==> src/rtl/dc_motor_pwm.sv <==
// Multi-channel H-bridge PWM driver: sign-magnitude PWM, soft ramp, safe reversal,
// dead-time insertion and active brake per channel, sharing one PWM counter and ramp prescaler.
module dc_motor_pwm #(
    parameter int CH       = 2,
    parameter int CNT_W    = 8,
    parameter int DEAD     = 4,
    parameter int RAMP_DIV = 16
) (
    input  logic                clock,
    input  logic                reset,
    input  logic [CH-1:0]       halt,
    input  logic [CH-1:0]       brake,
    input  logic [CH-1:0]       dir,
    input  logic [CH*CNT_W-1:0] duty,
    output logic [2*CH-1:0]     MA,
    output logic [CH-1:0]       at_speed
);

    localparam int PS_W = (RAMP_DIV > 1) ? $clog2(RAMP_DIV) : 1;
    localparam int DC_W = (DEAD > 1) ? $clog2(DEAD) : 1;
    localparam logic [PS_W-1:0] PS_LAST = PS_W'(RAMP_DIV - 1);
    localparam logic [DC_W-1:0] DC_LAST = DC_W'(DEAD - 1);

    typedef enum logic [1:0] {
        ST_COAST = 2'd0,
        ST_DEAD  = 2'd1,
        ST_RUN   = 2'd2,
        ST_BRAKE = 2'd3
    } state_t;

    // Shared timebase
    logic [CNT_W-1:0] r_cnt;
    logic [PS_W-1:0]  r_presc;
    logic             w_tick;

    // Per-channel state
    state_t           r_state   [CH];
    state_t           r_pend    [CH];
    logic [CNT_W-1:0] r_cur     [CH];
    logic [CNT_W-1:0] r_cmp     [CH];
    logic [DC_W-1:0]  r_dead    [CH];
    logic [CH-1:0]    r_run_dir;

    // Next-state and decode
    state_t           w_state_nx [CH];
    state_t           w_pend_nx  [CH];
    logic [CNT_W-1:0] w_cur_nx   [CH];
    logic [DC_W-1:0]  w_dead_nx  [CH];
    logic [CNT_W-1:0] w_duty     [CH];
    logic [CNT_W-1:0] w_target   [CH];
    logic [CH-1:0]    w_dir_nx;
    logic [CH-1:0]    w_pwm;
    logic [2*CH-1:0]  w_ma_nx;
    logic [CH-1:0]    w_as_nx;

    assign w_tick = (r_presc == PS_LAST);

    // NOTE: sequential state is always assigned with <= so every register samples pre-edge values.
    always_ff @(posedge clock or negedge reset) begin
        if (!reset) begin
            r_cnt   <= '0;
            r_presc <= '0;
        end else begin
            r_cnt   <= r_cnt + 1'b1;
            r_presc <= w_tick ? '0 : r_presc + 1'b1;
        end
    end

    always_comb begin
        // NOTE: every combinational output gets a default before any branch, so no latches are inferred.
        w_ma_nx  = '0;
        w_as_nx  = '0;
        w_pwm    = '0;
        w_dir_nx = r_run_dir;
        for (int i = 0; i < CH; i++) begin
            w_duty[i]     = duty[i*CNT_W +: CNT_W];
            w_target[i]   = (dir[i] == r_run_dir[i]) ? w_duty[i] : '0;
            w_pwm[i]      = (r_cnt < r_cmp[i]);
            w_state_nx[i] = r_state[i];
            w_pend_nx[i]  = r_pend[i];
            w_cur_nx[i]   = r_cur[i];
            w_dead_nx[i]  = r_dead[i];

            case (r_state[i])
                ST_COAST: begin
                    w_cur_nx[i] = '0;
                    if (!halt[i] && brake[i]) begin
                        w_pend_nx[i]  = ST_BRAKE;
                        w_state_nx[i] = ST_DEAD;
                    end else if (!halt[i] && (w_duty[i] != '0)) begin
                        w_pend_nx[i]  = ST_RUN;
                        w_dir_nx[i]   = dir[i];
                        w_state_nx[i] = ST_DEAD;
                    end
                end

                ST_DEAD: begin
                    if (halt[i]) begin
                        w_state_nx[i] = ST_COAST;
                        w_dead_nx[i]  = '0;
                    end else if (r_dead[i] == DC_LAST) begin
                        w_state_nx[i] = r_pend[i];
                        w_dead_nx[i]  = '0;
                    end else begin
                        w_dead_nx[i]  = r_dead[i] + 1'b1;
                    end
                end

                ST_RUN: begin
                    w_ma_nx[2*i +: 2] = r_run_dir[i] ? {w_pwm[i], 1'b0} : {1'b0, w_pwm[i]};
                    w_as_nx[i]        = (r_cur[i] == w_duty[i]) && (r_run_dir[i] == dir[i]);
                    if (halt[i]) begin
                        w_state_nx[i] = ST_COAST;
                        w_cur_nx[i]   = '0;
                    end else if (brake[i]) begin
                        w_cur_nx[i]   = '0;
                        w_pend_nx[i]  = ST_BRAKE;
                        w_state_nx[i] = ST_DEAD;
                    end else if ((dir[i] != r_run_dir[i]) && (r_cur[i] == '0)) begin
                        // Reversal only once the ramp has brought the bridge to zero duty
                        w_pend_nx[i]  = ST_RUN;
                        w_dir_nx[i]   = dir[i];
                        w_state_nx[i] = ST_DEAD;
                    end else if (w_tick) begin
                        if (r_cur[i] < w_target[i]) begin
                            w_cur_nx[i] = r_cur[i] + 1'b1;
                        end else if (r_cur[i] > w_target[i]) begin
                            w_cur_nx[i] = r_cur[i] - 1'b1;
                        end
                    end
                end

                ST_BRAKE: begin
                    w_ma_nx[2*i +: 2] = 2'b11;
                    if (halt[i] || !brake[i]) begin
                        w_state_nx[i] = ST_COAST;
                    end
                end

                default: begin
                    w_state_nx[i] = ST_COAST;
                end
            endcase

            // Emergency coast overrides the drive on the very next edge
            if (halt[i]) begin
                w_ma_nx[2*i +: 2] = 2'b00;
            end
        end
    end

    always_ff @(posedge clock or negedge reset) begin
        if (!reset) begin
            // NOTE: these per-channel arrays are control state, not storage, so every entry is cleared on reset.
            for (int i = 0; i < CH; i++) begin
                r_state[i] <= ST_COAST;
                r_pend[i]  <= ST_COAST;
                r_cur[i]   <= '0;
                r_cmp[i]   <= '0;
                r_dead[i]  <= '0;
            end
            r_run_dir <= '0;
            MA        <= '0;
            at_speed  <= '0;
        end else begin
            for (int i = 0; i < CH; i++) begin
                r_state[i] <= w_state_nx[i];
                r_pend[i]  <= w_pend_nx[i];
                r_cur[i]   <= w_cur_nx[i];
                r_dead[i]  <= w_dead_nx[i];
                // Compare value is only refreshed at the period boundary; cleared outside RUN so a restart never reuses a stale width
                if (r_state[i] != ST_RUN) begin
                    r_cmp[i] <= '0;
                end else if (r_cnt == '0) begin
                    r_cmp[i] <= r_cur[i];
                end
            end
            r_run_dir <= w_dir_nx;
            MA        <= w_ma_nx;
            at_speed  <= w_as_nx;
        end
    end

endmodule
==> config.mk <==
export PLATFORM = sky130hd
export DESIGN_NAME = dc_motor_pwm
export DESIGN_NICKNAME = d
export VERILOG_FILES = /design/src/rtl/dc_motor_pwm.sv
export SDC_FILE = /design/constraint.sdc
export NUM_CORES = 1
export LEC_CHECK = 0
export ABC_AREA = 0
export BUFFER_PORTS_ARGS = -buffer_cell sky130_fd_sc_hd__clkbuf_2
export CAP_MARGIN = 20
export CORE_MARGIN = 4
export CORE_UTILIZATION = 30
export DETAILED_ROUTE_END_ITERATION = 6
export PLACE_DENSITY = 0.51
export SLEW_MARGIN = 20
export SYNTH_ARGS = -nofsm -noshare
export SYNTH_HDL_FRONTEND = slang
export SYNTH_SLANG_ARGS = --single-unit
==> constraint.sdc <==
create_clock -name clock -period 5.3 [get_ports clock]
set_clock_uncertainty 0.15 [all_clocks]
set_input_delay 1.59 -clock clock [delete_from_list [all_inputs] [get_ports clock]]
set_output_delay 1.59 -clock clock [all_outputs]
set_load 0.01 [all_outputs]
== Word level (Yosys, flattened, before mapping) ==
Cells that the tools add are included.

* Bits in registers: 64
* Latch bits: 0
* Memory bits (writable): 0
* Memory bits (read-only): 0
* Input bits: 24
* Output and inout bits: 6
* Logic and storage cells: 183
* Memories kept: 0

* Add/sub/neg operators: 8
* Multipliers: 0
* Div/mod/pow operators: 0
* Order comparisons: 6
* Equal/unequal tests: 45
* Shifts and indexed selects: 0
* Muxes and demuxes: 75
* Bitwise operators: 0
* Reductions and logical operators: 33

{| class="wikitable"
|+ Operator list
! cell !! number
|-
| $mux W8 || 18
|-
| $mux W2 || 34
|-
| $lt A8 B8 Y1 || 4
|-
| $pmux W8 S2 || 2
|-
| $ne A2 B2 Y1 const B || 14
|-
| $add A8 B1 Y8 const B || 3
|-
| $logic_not A8 Y1 || 3
|-
| $ne A4 B4 Y1 const B || 6
|-
| $reduce_and A4 Y1 || 6
|-
| $ne A3 B3 Y1 const B || 6
|-
| $eq A8 B8 Y1 || 2
|-
| $gt A8 B8 Y1 || 2
|-
| $pmux W2 S2 || 4
|-
| $pmux W2 S4 || 2
|-
| $reduce_bool A8 Y1 || 2
|-
| $sub A8 B1 Y8 const B || 2
|-
| $eq A2 B2 Y1 const B || 6
|-
| $mux W1 || 12
|-
| $reduce_and A6 Y1 || 2
|-
| $ne A5 B5 Y1 const B || 2
|-
| $logic_and A1 B1 Y1 || 8
|-
| $reduce_bool A2 Y1 || 4
|-
| $add A2 B1 Y2 const B || 2
|-
| $add A4 B1 Y4 const B || 1
|-
| other kinds (9) || 20
|}

== Longest topological paths before layout ==
Gate-level depths: netlist of run 1.

* Word-level depth: 10
* Mapped depth: 15
* Gate-level depth less buffers: 15

== Worst setup path before layout of run 1 ==
No wires, ideal clock.

* Path type: input port to flip-flop
* From: input dir[1]
* To: register r_cur[7] (netlist bit)
* Library setup time: 0.065 ns
* Arrival time: 4.516 ns
* Data required time: 5.085 ns
* Path slack: 0.569 ns
* Cell stages on the path: 14
* Buffers on the path: 0
* Cells stage by stage: xnor2_2 nand2_1 ha_1 nor2b_1 o211ai_1 a21oi_1 or2_2 ha_1 a21oi_1 o211ai_1 o41ai_1 o21ai_0 a2111oi_0 a21o_1

* Longest elaborated chain between the ends: 9
* Elaborated cells between the ends (all ways): 15
* Classes of those cells: 2 x order compare; 4 x eq/ne; 7 x mux; 2 x reduce/logical

{| class="wikitable"
|+ Ends and longest elaborated chain
! item !! RTL line !! text
|-
| start: declaration || 13 || <nowiki>input logic [CH-1:0] dir,</nowiki>
|-
| $eq A1 B1 Y1 || 77 || <nowiki>w_target[i] = (dir[i] == r_run_dir[i]) ? w_duty[i] : '0;</nowiki>
|-
| $mux W8 || 77 ||
|-
| $lt A8 B8 Y1 || 125 || <nowiki>if (r_cur[i] < w_target[i]) begin</nowiki>
|-
| $mux W8 || 125 ||
|-
| $mux W8 || 124 || <nowiki>end else if (w_tick) begin</nowiki>
|-
| $mux W8 || 119 || <nowiki>end else if ((dir[i] != r_run_dir[i]) && (r_cur[i] == '0)) begin</nowiki>
|-
| $mux W8 || 115 || <nowiki>end else if (brake[i]) begin</nowiki>
|-
| $mux W8 || 112 || <nowiki>if (halt[i]) begin</nowiki>
|-
| $pmux W8 S2 || 84 || <nowiki>case (r_state[i])</nowiki>
|-
| end signal: indexed assignment || 169 || <nowiki>r_cur[i] <= w_cur_nx[i];</nowiki>
|-
| end: declaration || 39 || <nowiki>logic [CNT_W-1:0] r_cur [CH];</nowiki>
|}

Parallel ways exist; a longest one is shown, timed or not. The select of a mux whose other input is x is not followed.
A chain may end at the register's enable or synchronous reset.

== Final worst setup path of run 1 ==
* From: input dir[0]
* To: register r_cur[15] (netlist bit)

The elaborated chain is that of the path after synthesis.

==> metrics.txt, run 1 <==
status finished clean; pwr dens 316.3 nW/um^2; CTS H-tree lvls 3; HPWL after DPL 7.167 mm; Syn Nets 547; grt total ovfl 0; final hold violations 0; startpoint class of the critical path input port; met1 WL approximately 5.0 mm; Num CTS Buffers 9; Crit. Startpoint dir[0]; fin crit share 92.09%; top cell type's share of synthesized area about 37%; hold_sp r_pend[1]$_DFFE_PN0P_; CP max FO 7; reg2reg start r_run_dir[0]$_DFFE_PN0P_; Max transition margin 35.93%; Slew Viols, Final 0; area delta synth->final 14.23%; Main synth FF type dfrtp_1; post-cts sizing count 0; met2 WL 4.374 mm; Hold Path Sink r_pend[1]$_DFFE_PN0P_; die span in y 128.7 um; biggest area consumer among synthesized cells dfrtp_1; Syn. warnings 0; cts-stage hold buffer count 0; r2r setup slk 1.38 ns; clock sink total between 60 and 70; initial antenna violation count 0; arrival time at the worst endpoint 5.00 ns; setup repair bufs after CTS 0; Root Driver clkbuf_16; Setup crit end kind flip-flop; die area 16560 um^2; RSZ-0062 raised after global routing no; Top Layer Used met4; Wirelength per Cell 14.17 um; Routed WL slightly below 10 mm; drc violations 0; kind of critical path in -> reg; Mapped Avg Cell Area 9.220 um^2; Worst Hold Path Cells 1; row cnt 43; clock latency on the worst-skew pair 0.33 ns; worst hold margin 0.3194 ns; worst vdd ir between 100 and 150 uV; slew of the pin with the lowest slew margin 0.9588 ns; Fillers approximately 1400; share of post-route cells with drive strength above 1 11.81%; Seq/Total Area, Yosys approximately 37%; Syn Inst Count 474; largest net degree at the start of global routing 65; Reg clk slew, reported paths 0.06 ns; total leakage power approximately 2.3 nW; vias per std cell about 5.0; Final nets 577; # diodes 0; final setup vio count 0; clk buf depth 2; worst r2r path cells 14; die width 128.7 um; Vias 3435; EDFF count, synth 0; vias in the first global route 3523; required time of the worst setup path approximately 5.4 ns; Initial Util about 31%; Starting DRT DRC Count 202; Hold Crit Class reg -> reg; met3 routed wirelength 210 um; ys async rst share 100.0%; Synth cell types 51; Pre-antenna DRT Iters 6; Post-DRT Antenna Nets 0; io pins 30; first-pass GRT wire length 17.21 mm; RD Place Congestion just under 0.8; CTS tree done; Max Clk Rate 204.9 MHz; core area between 10000 and 15000 um^2; synth top area cells dfrtp_1, ha_1, nand2_1, xnor2_1, a21oi_1; TNS Setup 0 ns; Syn Std Cell Area 4370 um^2; flops & latches, synth 64; Port-buffer cells 29; terminus of the critical flop-to-flop path r_cur[15]$_DFFE_PN0P_; max_cap viols 0; All-Layer GR Usage 12.76%; crit path time final between 4 and 5 ns
[critical path, cell delays in order]
cell,delay [ns]
clkbuf_2,0.12
xnor2_2,0.34
nand2_1,0.10
ha_1,0.29
nor2b_1,0.13
o211ai_1,0.23
a21oi_1,0.13
nand2b_1,0.28
ha_1,0.33
a21oi_1,0.20
o211ai_1,0.16
o41ai_1,0.34
o21ai_0,0.19
a2111oi_0,0.44
a21o_1,0.12
[flip-flops by register name, summed over array words and instances, names as in the netlist]
name and flops:
r_cnt 8, at_speed 2, r_presc 4, r_run_dir 2
r_pend 4, r_cmp 16, MA 4, r_cur 16
r_dead 4, r_state 4
[through the flow]
step | power, mW | worst slack (ns) | area, um^2 | util [%] | instances
final | 1.579 | 0.4190 | 4992 | 35.42 | 688
after global routing | 1.695 | 0.04891 | 4992 | 35.42 | 688
after CTS | 1.603 | 0.4242 | 4992 | 35.42 | 688
after detailed placement | 0.9672 | 0.07345 | 4682 | 33.22 | 673
after global placement | 0.9535 | 0.1244 | 4682 | 33.22 | 673
after floorplan | 0.8730 | 0.5694 | 4370 | - | 474
[final cells by class]
class | instances | area (um^2) | share of cell area (%)
clock buffers | 9 | 225.2 | 4.511
clock inverters | 6 | 85.08 | 1.704
inverters | 33 | 123.9 | 2.481
multi-input cells | 364 | 2564 | 51.35
flip-flops and latches | 64 | 1602 | 32.08
well taps | 180 | 225.2 | 4.511
repair buffers | 32 | 167.7 | 3.358
[where the power goes]
group	internal, mW	switching [mW]	leakage (nW)
Clock	0.407	0.215	0.147
Combinational	0.168	0.226	1.27
Sequential	0.521	0.0424	0.850
Total	1.10	0.483	2.27
[per-layer routing]
layer	vias up	GRT usage, %
li1	1752	-
met1	1640	18.08
met2	34	19.79
met3	9	2.283
met4	0	4.015
met5	-	0
[layout by cell type, fill, tap and decap left out, types with 7 or more instances in the layout]
cell,n
dfrtp_1,64
nand2_1,48
ha_1,47
nor2_1,33
inv_1,33
clkbuf_2,29
a21oi_1,28
o21ai_0,24
xnor2_1,19
nand2b_1,15
nor4_1,12
mux2i_1,12
nand3_1,11
o41ai_1,10
nor2b_1,9
nor3_1,9
a21o_1,9
nand4_1,9
clkbuf_16,9
xor2_1,8
o31ai_1,7
[Yosys cell counts (3+ instances only)]
master and n:
a21o_1 9, a31oi_1 3, or3_1 3, nor4_1 12, ha_1 47, or2_2 4, nor3_1 9, o21a_1 5
nor2_1 33, clkbuf_1 6, mux2i_1 12, nand3_1 11, dfrtp_1 64, nor2b_1 9, xnor2_1 19, a31o_2 3
o31ai_1 7, inv_1 33, o211ai_1 4, nand2b_1 15, nand4_1 9, o41ai_1 10, a21oi_1 28, buf_2 4
xor2_1 8, o21ai_0 24, nand3b_1 3, nand2_1 48
[logic make-up after synthesis]
logic type	after synthesis	synth area share, %
compound gates	105	15.72
xor+xnor	29	6.155
fa+ha+maj	49	14.37
buf+inv	46	4.695
flops	64	36.64
mux	13	3.006
simple gates	168	19.41
[how the worst max path moves through the flow]
stage | endpoint | slack [ns] | cells past startpoint
3_3_place_gp | r_cur[15]$_DFFE_PN0P_ | 0.12 | 15
4_1_cts | r_cur[15]$_DFFE_PN0P_ | 0.42 | 15
3_5_place_dp | r_cur[15]$_DFFE_PN0P_ | 0.07 | 15
2_1_floorplan | r_cur[7]$_DFFE_PN0P_ | 0.57 | 14
6_report | r_cur[15]$_DFFE_PN0P_ | 0.42 | 15
5_1_grt | r_cur[15]$_DFFE_PN0P_ | 0.05 | 15
Power figures use the tool's default switching activity.
==> run 2: changes to the inputs <==
--- a/config.mk
+++ b/config.mk
@@ -8,10 +8,12 @@
 export ABC_AREA = 0
 export BUFFER_PORTS_ARGS = -buffer_cell sky130_fd_sc_hd__clkbuf_2
 export CAP_MARGIN = 20
+export CELL_PAD_IN_SITES_DETAIL_PLACEMENT = 1
+export CELL_PAD_IN_SITES_GLOBAL_PLACEMENT = 2
 export CORE_MARGIN = 4
 export CORE_UTILIZATION = 30
 export DETAILED_ROUTE_END_ITERATION = 6
-export PLACE_DENSITY = 0.51
+export PLACE_DENSITY = 0.71
 export SLEW_MARGIN = 20
 export SYNTH_ARGS = -nofsm -noshare
 export SYNTH_HDL_FRONTEND = slang
==> run 2 against run 1 <==
Via count increased by 2.6%. Critical path depth unchanged. Combinational power grew 3%. Design area down 0.58%. First-iteration DRC count decreased by 43%. Count of clock-buffer cells in the layout grew 3. Register-to-register slack hardly changed. Final cell count up 0.15%. Clock power decreased by 12%. Sequential cell count unchanged. Setup slack gained 0.010 ns. Worst hold slack about the same. Critical endpoint unchanged. Largest cell class unchanged.
==> metrics.txt, run 2 (synthesis gave the netlist of run 1 again) <==
status finished clean (unchanged); final core utilization 35.21% (was 35.42%); largest net degree at the start of global routing 36 (was 65); Setup crit end kind flip-flop (unchanged); fin crit share 91.90% (was 92.09%); Crit path depth 15 (unchanged); first-pass GRT wire length 18.63 mm (was 17.21 mm); vias per std cell 5.113 (was 4.993); most common cell after layout, fill and taps aside dfrtp_1 (unchanged); worst vdd ir 224.8 uV (was 140.6 uV); required time of the worst setup path 5.43 ns (was 5.42 ns); DP Worst Slack 0.06571 ns (was 0.07345 ns); # diodes 0 (unchanged); die area 16560 um^2 (unchanged); die width 128.7 um (unchanged); worst hold margin 0.3198 ns (was 0.3194 ns); worst setup margin 0.4293 ns (was 0.4190 ns); post-cts sizing count 0 (unchanged); Worst path max stage delay 0.43 ns (was 0.44 ns); commonest cells after routing, fill and taps aside dfrtp_1, nand2_1, ha_1, nor2_1, inv_1 (unchanged); slew of the pin with the lowest slew margin 0.9665 ns (was 0.9588 ns); vias in the first global route 3733 (was 3523); final setup vio count 0 (unchanged); Worst Hold Path Cells 1 (unchanged); Crit-path slowest cell a2111oi_0 (unchanged); clock sink total 64 (unchanged); Num CTS Buffers 9 (unchanged); Pre-antenna DRT Iters 4 (was 6); Port-buffer cells 29 (unchanged); core area 14100 um^2 (unchanged); TNS Setup 0 ns (unchanged); drc violations 0 (unchanged); biggest regs r_cmp: 16 flops, r_cur: 16 flops, r_cnt: 8 flops (unchanged); All-Layer GR Usage 13.94% (was 12.76%); RSZ-0062 raised after global routing no (unchanged); Starting DRT DRC Count 116 (was 202); clock latency on the worst-skew pair 0.34 ns (was 0.33 ns); worst r2r path cells 14 (unchanged); CP max FO 7 (unchanged); RD Place Congestion 0.8065 (was 0.7835); Routed WL 10.59 mm (was 9.750 mm); arrival time at the worst endpoint 5.00 ns (about the same); cts-stage hold buffer count 0 (unchanged); row cnt 43 (unchanged); Initial Util 31.00% (unchanged); Slew Viols, Final 0 (unchanged); clk buf depth 2 (unchanged); crit path cell chain clkbuf_2 > xnor2_2 > buf_4 > nand2_1 > ha_1 > a21oi_1 > o21a_1 > nand2b_1 > ha_1 > a21oi_1 > o211ai_1 > o41ai_1 > o21ai_0 > a2111oi_0 > a21o_1 (was clkbuf_2 > xnor2_2 > nand2_1 > ha_1 > nor2b_1 > o211ai_1 > a21oi_1 > nand2b_1 > ha_1 > a21oi_1 > o211ai_1 > o41ai_1 > o21ai_0 > a2111oi_0 > a21o_1); pwr dens 306.2 nW/um^2 (was 316.3 nW/um^2); critical path's top delay family compound AO/OA/AOI/OAI gates (unchanged); hold_sp r_pend[3]$_DFFE_PN0P_ (was r_pend[1]$_DFFE_PN0P_); Wirelength per Cell 15.36 um (was 14.17 um); share of post-route cells with drive strength above 1 11.79% (was 11.81%); initial antenna violation count 0 (unchanged); Max transition margin 35.41% (was 35.93%); setup repair bufs after CTS 0 (unchanged); Vias 3523 (was 3435); crit path time final 4.871 ns (was 4.881 ns); max_cap viols 0 (unchanged); io pins 30 (unchanged); Hold Crit Class reg -> reg (unchanged); Max Clk Rate 205.3 MHz (was 204.9 MHz); Crit. Startpoint dir[0] (unchanged); grt total ovfl 0 (unchanged); CTS H-tree lvls 3 (unchanged); CTS tree done (unchanged); HPWL after DPL 8.129 mm (was 7.167 mm); kind of critical path in -> reg (unchanged); Post-DRT Antenna Nets 0 (unchanged); startpoint class of the critical path input port (unchanged); reg2reg start r_run_dir[0]$_DFFE_PN0P_ (unchanged); Root Driver clkbuf_16 (unchanged); Reg clk slew, reported paths 0.05 ns (was 0.06 ns); Critical path buffers and inverters 2 (was 1); Final nets 578 (was 577); total leakage power 2.259 nW (was 2.267 nW); area delta synth->final 13.57% (was 14.23%); die span in y 128.7 um (unchanged); final hold violations 0 (unchanged)
## run 2: power by group
| part | total (mW) | switching [mW] | internal, mW |
|---|---|---|---|
| Sequential | 0.565 | 0.0440 | 0.521 |
| Combinational | 0.404 | 0.232 | 0.172 |
| Clock | 0.550 | 0.213 | 0.337 |
## run 2: layer usage
layer / routed length (um) / global-route usage (%)
met1: 5397 / 19.61
met2: 4845 / 21.34
met3: 196 / 3.072
met4: 145 / 4.447
met5: 0 / 0
## run 2: through the flow
step / power (mW) / instances / cell area, um^2
after global routing: 1.637 / 689 / 4964
after detailed placement: 0.9835 / 674 / 4690
after global placement: 0.9641 / 674 / 4690
after floorplan: 0.8730 / 474 / 4370
final: 1.520 / 689 / 4964
after CTS: 1.547 / 689 / 4964
## run 2: final timing paths
check / endpoint / slack (ns)
max reg2reg: r_cur[15]$_DFFE_PN0P_ / 1.38
max in group asynchronous: r_state[0]$_DFFE_PN0P_ / 2.83
min reg2reg: r_pend[3]$_DFFE_PN0P_ / 0.32
min: r_pend[3]$_DFFE_PN0P_ / 0.32
min in group asynchronous: r_run_dir[1]$_DFFE_PN0P_ / 1.18
max: r_cur[15]$_DFFE_PN0P_ / 0.43
## run 2: area by class of cell
class                           count  area [um^2]
Multi-Input combinational cell    364         2564
Clock inverter                      3        17.52
Clock buffer                       12        256.5
Timing Repair Buffer               33        175.2
Sequential cell                    64         1602
Inverter                           33        123.9
Fill cell                        1661         9133
Tap cell                          180        225.2
==> run 3: changes to the inputs <==
--- a/config.mk
+++ b/config.mk
@@ -5,7 +5,7 @@
 export SDC_FILE = /design/constraint.sdc
 export NUM_CORES = 1
 export LEC_CHECK = 0
-export ABC_AREA = 0
+export ABC_AREA = 1
 export BUFFER_PORTS_ARGS = -buffer_cell sky130_fd_sc_hd__clkbuf_2
 export CAP_MARGIN = 20
 export CELL_PAD_IN_SITES_DETAIL_PLACEMENT = 1
@@ -13,8 +13,7 @@
 export CORE_MARGIN = 4
 export CORE_UTILIZATION = 30
 export DETAILED_ROUTE_END_ITERATION = 6
-export PLACE_DENSITY = 0.71
-export SLEW_MARGIN = 20
+export PLACE_DENSITY = 0.7
 export SYNTH_ARGS = -nofsm -noshare
 export SYNTH_HDL_FRONTEND = slang
 export SYNTH_SLANG_ARGS = --single-unit
==> run 3 against run 2 <==
Sequential cell count is the same. Worst hold slack worse by 0.0073 ns. Combinational power rose by 43%. Highest routed layer unchanged. Via count rose by 14%. Global-route usage up 1.7 points. First-iteration DRC count increased by 11%. Synthesized area rose by 1.7%. Die area rose by 1.6%. Synthesized cell count increased by 23%.
==> metrics.txt, run 3 <==
status finished clean (unchanged); Setup crit end kind flip-flop (unchanged); max_cap viols 0 (unchanged); main combinational cell family by area after synthesis simple AND/OR/NAND/NOR gates (unchanged); count leader, synth nand2_1 (was dfrtp_1); die span in y 129.7 um (was 128.7 um); arrival time at the worst endpoint 4.51 ns (was 5.00 ns); # diodes 0 (unchanged); terminus of the critical flop-to-flop path r_cur[6]$_DFFE_PN0P_ (was r_cur[15]$_DFFE_PN0P_); Pre-antenna DRT Iters 4 (unchanged); TNS Setup 0 ns (unchanged); Worst Hold Path Cells 2 (was 1); kind of critical path in -> reg (unchanged); setup repair bufs after CTS 0 (unchanged); Initial Util 30.60% (was 31.00%); post-cts sizing count 0 (unchanged); fin crit share 82.61% (was 91.90%); RD Place Congestion 0.7883 (was 0.8065); startpoint class of the critical path input port (unchanged); biggest regs r_cmp: 16 flops, r_cur: 16 flops, r_cnt: 8 flops (unchanged); worst r2r path cells 16 (was 14); commonest cells after routing, fill and taps aside nand2_1, inv_1, dfrtp_1, nor2_1, ha_1 (was dfrtp_1, nand2_1, ha_1, nor2_1, inv_1); hold_sp r_pend[3]$_DFFE_PN0P_ (unchanged); required time of the worst setup path 5.43 ns (about the same); slew of the pin with the lowest slew margin 0.7947 ns (was 0.9665 ns); final core utilization 34.99% (was 35.21%); worst setup margin 0.9216 ns (was 0.4293 ns); Synth cell types 36 (was 51); area delta synth->final 14.38% (was 13.57%); Max Clk Rate 228.4 MHz (was 205.3 MHz); CP max FO 9 (was 7); design area 5086 um^2 (was 4964 um^2); worst vdd ir 254.1 uV (was 224.8 uV); final setup vio count 0 (unchanged); crit path time final 4.378 ns (was 4.871 ns); flops & latches, synth 64 (unchanged); vias in the first global route 4179 (was 3733); core area 14530 um^2 (was 14100 um^2); reg2reg start r_run_dir[1]$_DFFE_PN0P_ (was r_run_dir[0]$_DFFE_PN0P_); Hold Path Sink r_pend[3]$_DFFE_PN0P_ (unchanged); Synth top cells by count nand2_1, inv_1, dfrtp_1, nor2_1, ha_1 (was dfrtp_1, nand2_1, ha_1, inv_1, nor2_1); Syn Std Cell Area 4447 um^2 (was 4370 um^2); die width 129.7 um (was 128.7 um); Main synth FF type dfrtp_1 (unchanged); io pins 30 (unchanged); most common cell after layout, fill and taps aside nand2_1 (was dfrtp_1); Synth Area in XOR/XNOR 3.348% (was 6.155%); adder and majority cell fraction of the synthesized area 14.12% (was 14.37%); DP Worst Slack 0.5016 ns (was 0.06571 ns); vias per std cell 4.923 (was 5.113); Final nets 697 (was 578); ys async rst share 100.0% (unchanged); compound-cell area share of the yosys netlist 13.45% (was 15.72%); Syn Inst Count 585 (was 474); r2r setup slk 1.83 ns (was 1.38 ns); Starting DRT DRC Count 129 (was 116); Routed WL 12.30 mm (was 10.59 mm); pwr dens 341.5 nW/um^2 (was 306.2 nW/um^2); row cnt 44 (was 43); synth top area cells dfrtp_1, ha_1, nand2_1, inv_1, nand3_1 (was dfrtp_1, ha_1, nand2_1, xnor2_1, a21oi_1); total leakage power 2.548 nW (was 2.259 nW); Syn Nets 658 (was 547); CTS H-tree lvls 3 (unchanged); largest net degree at the start of global routing 30 (was 36); Placed Area 4811 um^2 (was 4690 um^2); Wirelength per Cell 15.13 um (was 15.36 um); clock sink total 64 (unchanged); Slew Viols, Final 0 (unchanged); final hold violations 0 (unchanged); RSZ-0062 raised after global routing no (unchanged); Reg clk slew, reported paths 0.06 ns (was 0.05 ns); post-synthesis mux area share 0% (was 3.006%); Root Driver clkbuf_16 (unchanged); cts-stage hold buffer count 0 (unchanged); clk buf depth 2 (unchanged); initial antenna violation count 0 (unchanged); Syn. warnings 0 (unchanged); Post-DRT Antenna Nets 0 (unchanged); clock latency on the worst-skew pair 0.34 ns (about the same); Seq/Total Area, Yosys 36.02% (was 36.64%); first-pass GRT wire length 20.75 mm (was 18.63 mm); top cell type's share of synthesized area 36.02% (was 36.64%); Power Total 1.737 mW (was 1.520 mW); Post-Synth Simple-Gate Area 24.40% (was 19.41%); grt total ovfl 0 (unchanged); Num CTS Buffers 9 (unchanged); CTS tree done (unchanged); die area 16830 um^2 (was 16560 um^2); Max transition margin 47.02% (was 35.41%); Mapped Avg Cell Area 7.601 um^2 (was 9.220 um^2); biggest area consumer among synthesized cells dfrtp_1 (unchanged); All-Layer GR Usage 15.59% (was 13.94%); Hold Crit Class reg -> reg (unchanged); HPWL after DPL 9.551 mm (was 8.129 mm); drc violations 0 (unchanged); Vias 4002 (was 3523); EDFF count, synth 0 (unchanged); share of post-route cells with drive strength above 1 9.380% (was 11.79%); Port-buffer cells 29 (unchanged)
==> run 3: worst max path at each step <==
stage,startpoint,endpoint,slack (ns)
final,dir[1],r_cur[6]$_DFFE_PN0P_,0.92
after global routing,dir[1],r_cur[5]$_DFFE_PN0P_,0.57
after CTS,dir[1],r_cur[6]$_DFFE_PN0P_,0.84
after detailed placement,dir[1],r_cur[6]$_DFFE_PN0P_,0.50
after global placement,dir[1],r_cur[5]$_DFFE_PN0P_,0.55
after floorplan,dir[1],r_cur[6]$_DFFE_PN0P_,1.24
==> run 3: logic make-up (layout without fill, tap and decap cells) <==
| family | Yosys count | in the layout |
|---|---|---|
| AND/OR/NAND/NOR | 252 | 252 |
| AO/OA/AOI/OAI | 105 | 105 |
| buffers and inverters | 98 | 142 |
| flip-flops | 64 | 64 |
| adder cells (fa/ha/maj) | 49 | 49 |
| XOR/XNOR | 17 | 17 |
==> run 3: layer usage <==
metal	routed length (um)	track usage [%]	vias to the layer above
met5	0	0	-
li1	-	-	2001
met2	6194	27.45	49
met4	126	3.301	0
met3	410	3.479	10
met1	5572	19.65	1942
==> run 3: metrics by stage <==
stage,hold WS (ns),std cells
after floorplan,0.2842,585
after global placement,0.3070,797
after detailed placement,0.3070,797
after CTS,0.3207,813
after global routing,0.3263,813
final,0.3125,813
==> run 3: cell type report <==
class	count	area (um^2)
well taps	184	230.2
clock inverters	5	32.53
inverters	95	359.1
fillers	1821	9448
clock buffers	11	242.7
multi-input cells	423	2460
flip-flops and latches	64	1602
repair buffers	31	160.2
==> run 3: power by group <==
part	leakage, nW	internal, mW	total [mW]	switching (mW)
Sequential	0.846	0.544	0.600	0.0566
Clock	0.128	0.328	0.560	0.232
Combinational	1.57	0.176	0.577	0.400
==> run 3: worst max-delay path, stage by stage <==
cell      delay, ns
clkbuf_2       0.10
xor2_1         0.38
inv_1          0.22
nand2_1        0.11
ha_1           0.24
nand2_1        0.12
a21oi_1        0.05
nor2_1         0.15
nand2_1        0.25
ha_1           0.44
nand2_1        0.09
or2_2          0.30
nand3_1        0.11
o21ai_0        0.09
a21oi_1        0.14
nand2_1        0.07
nand2_1        0.06
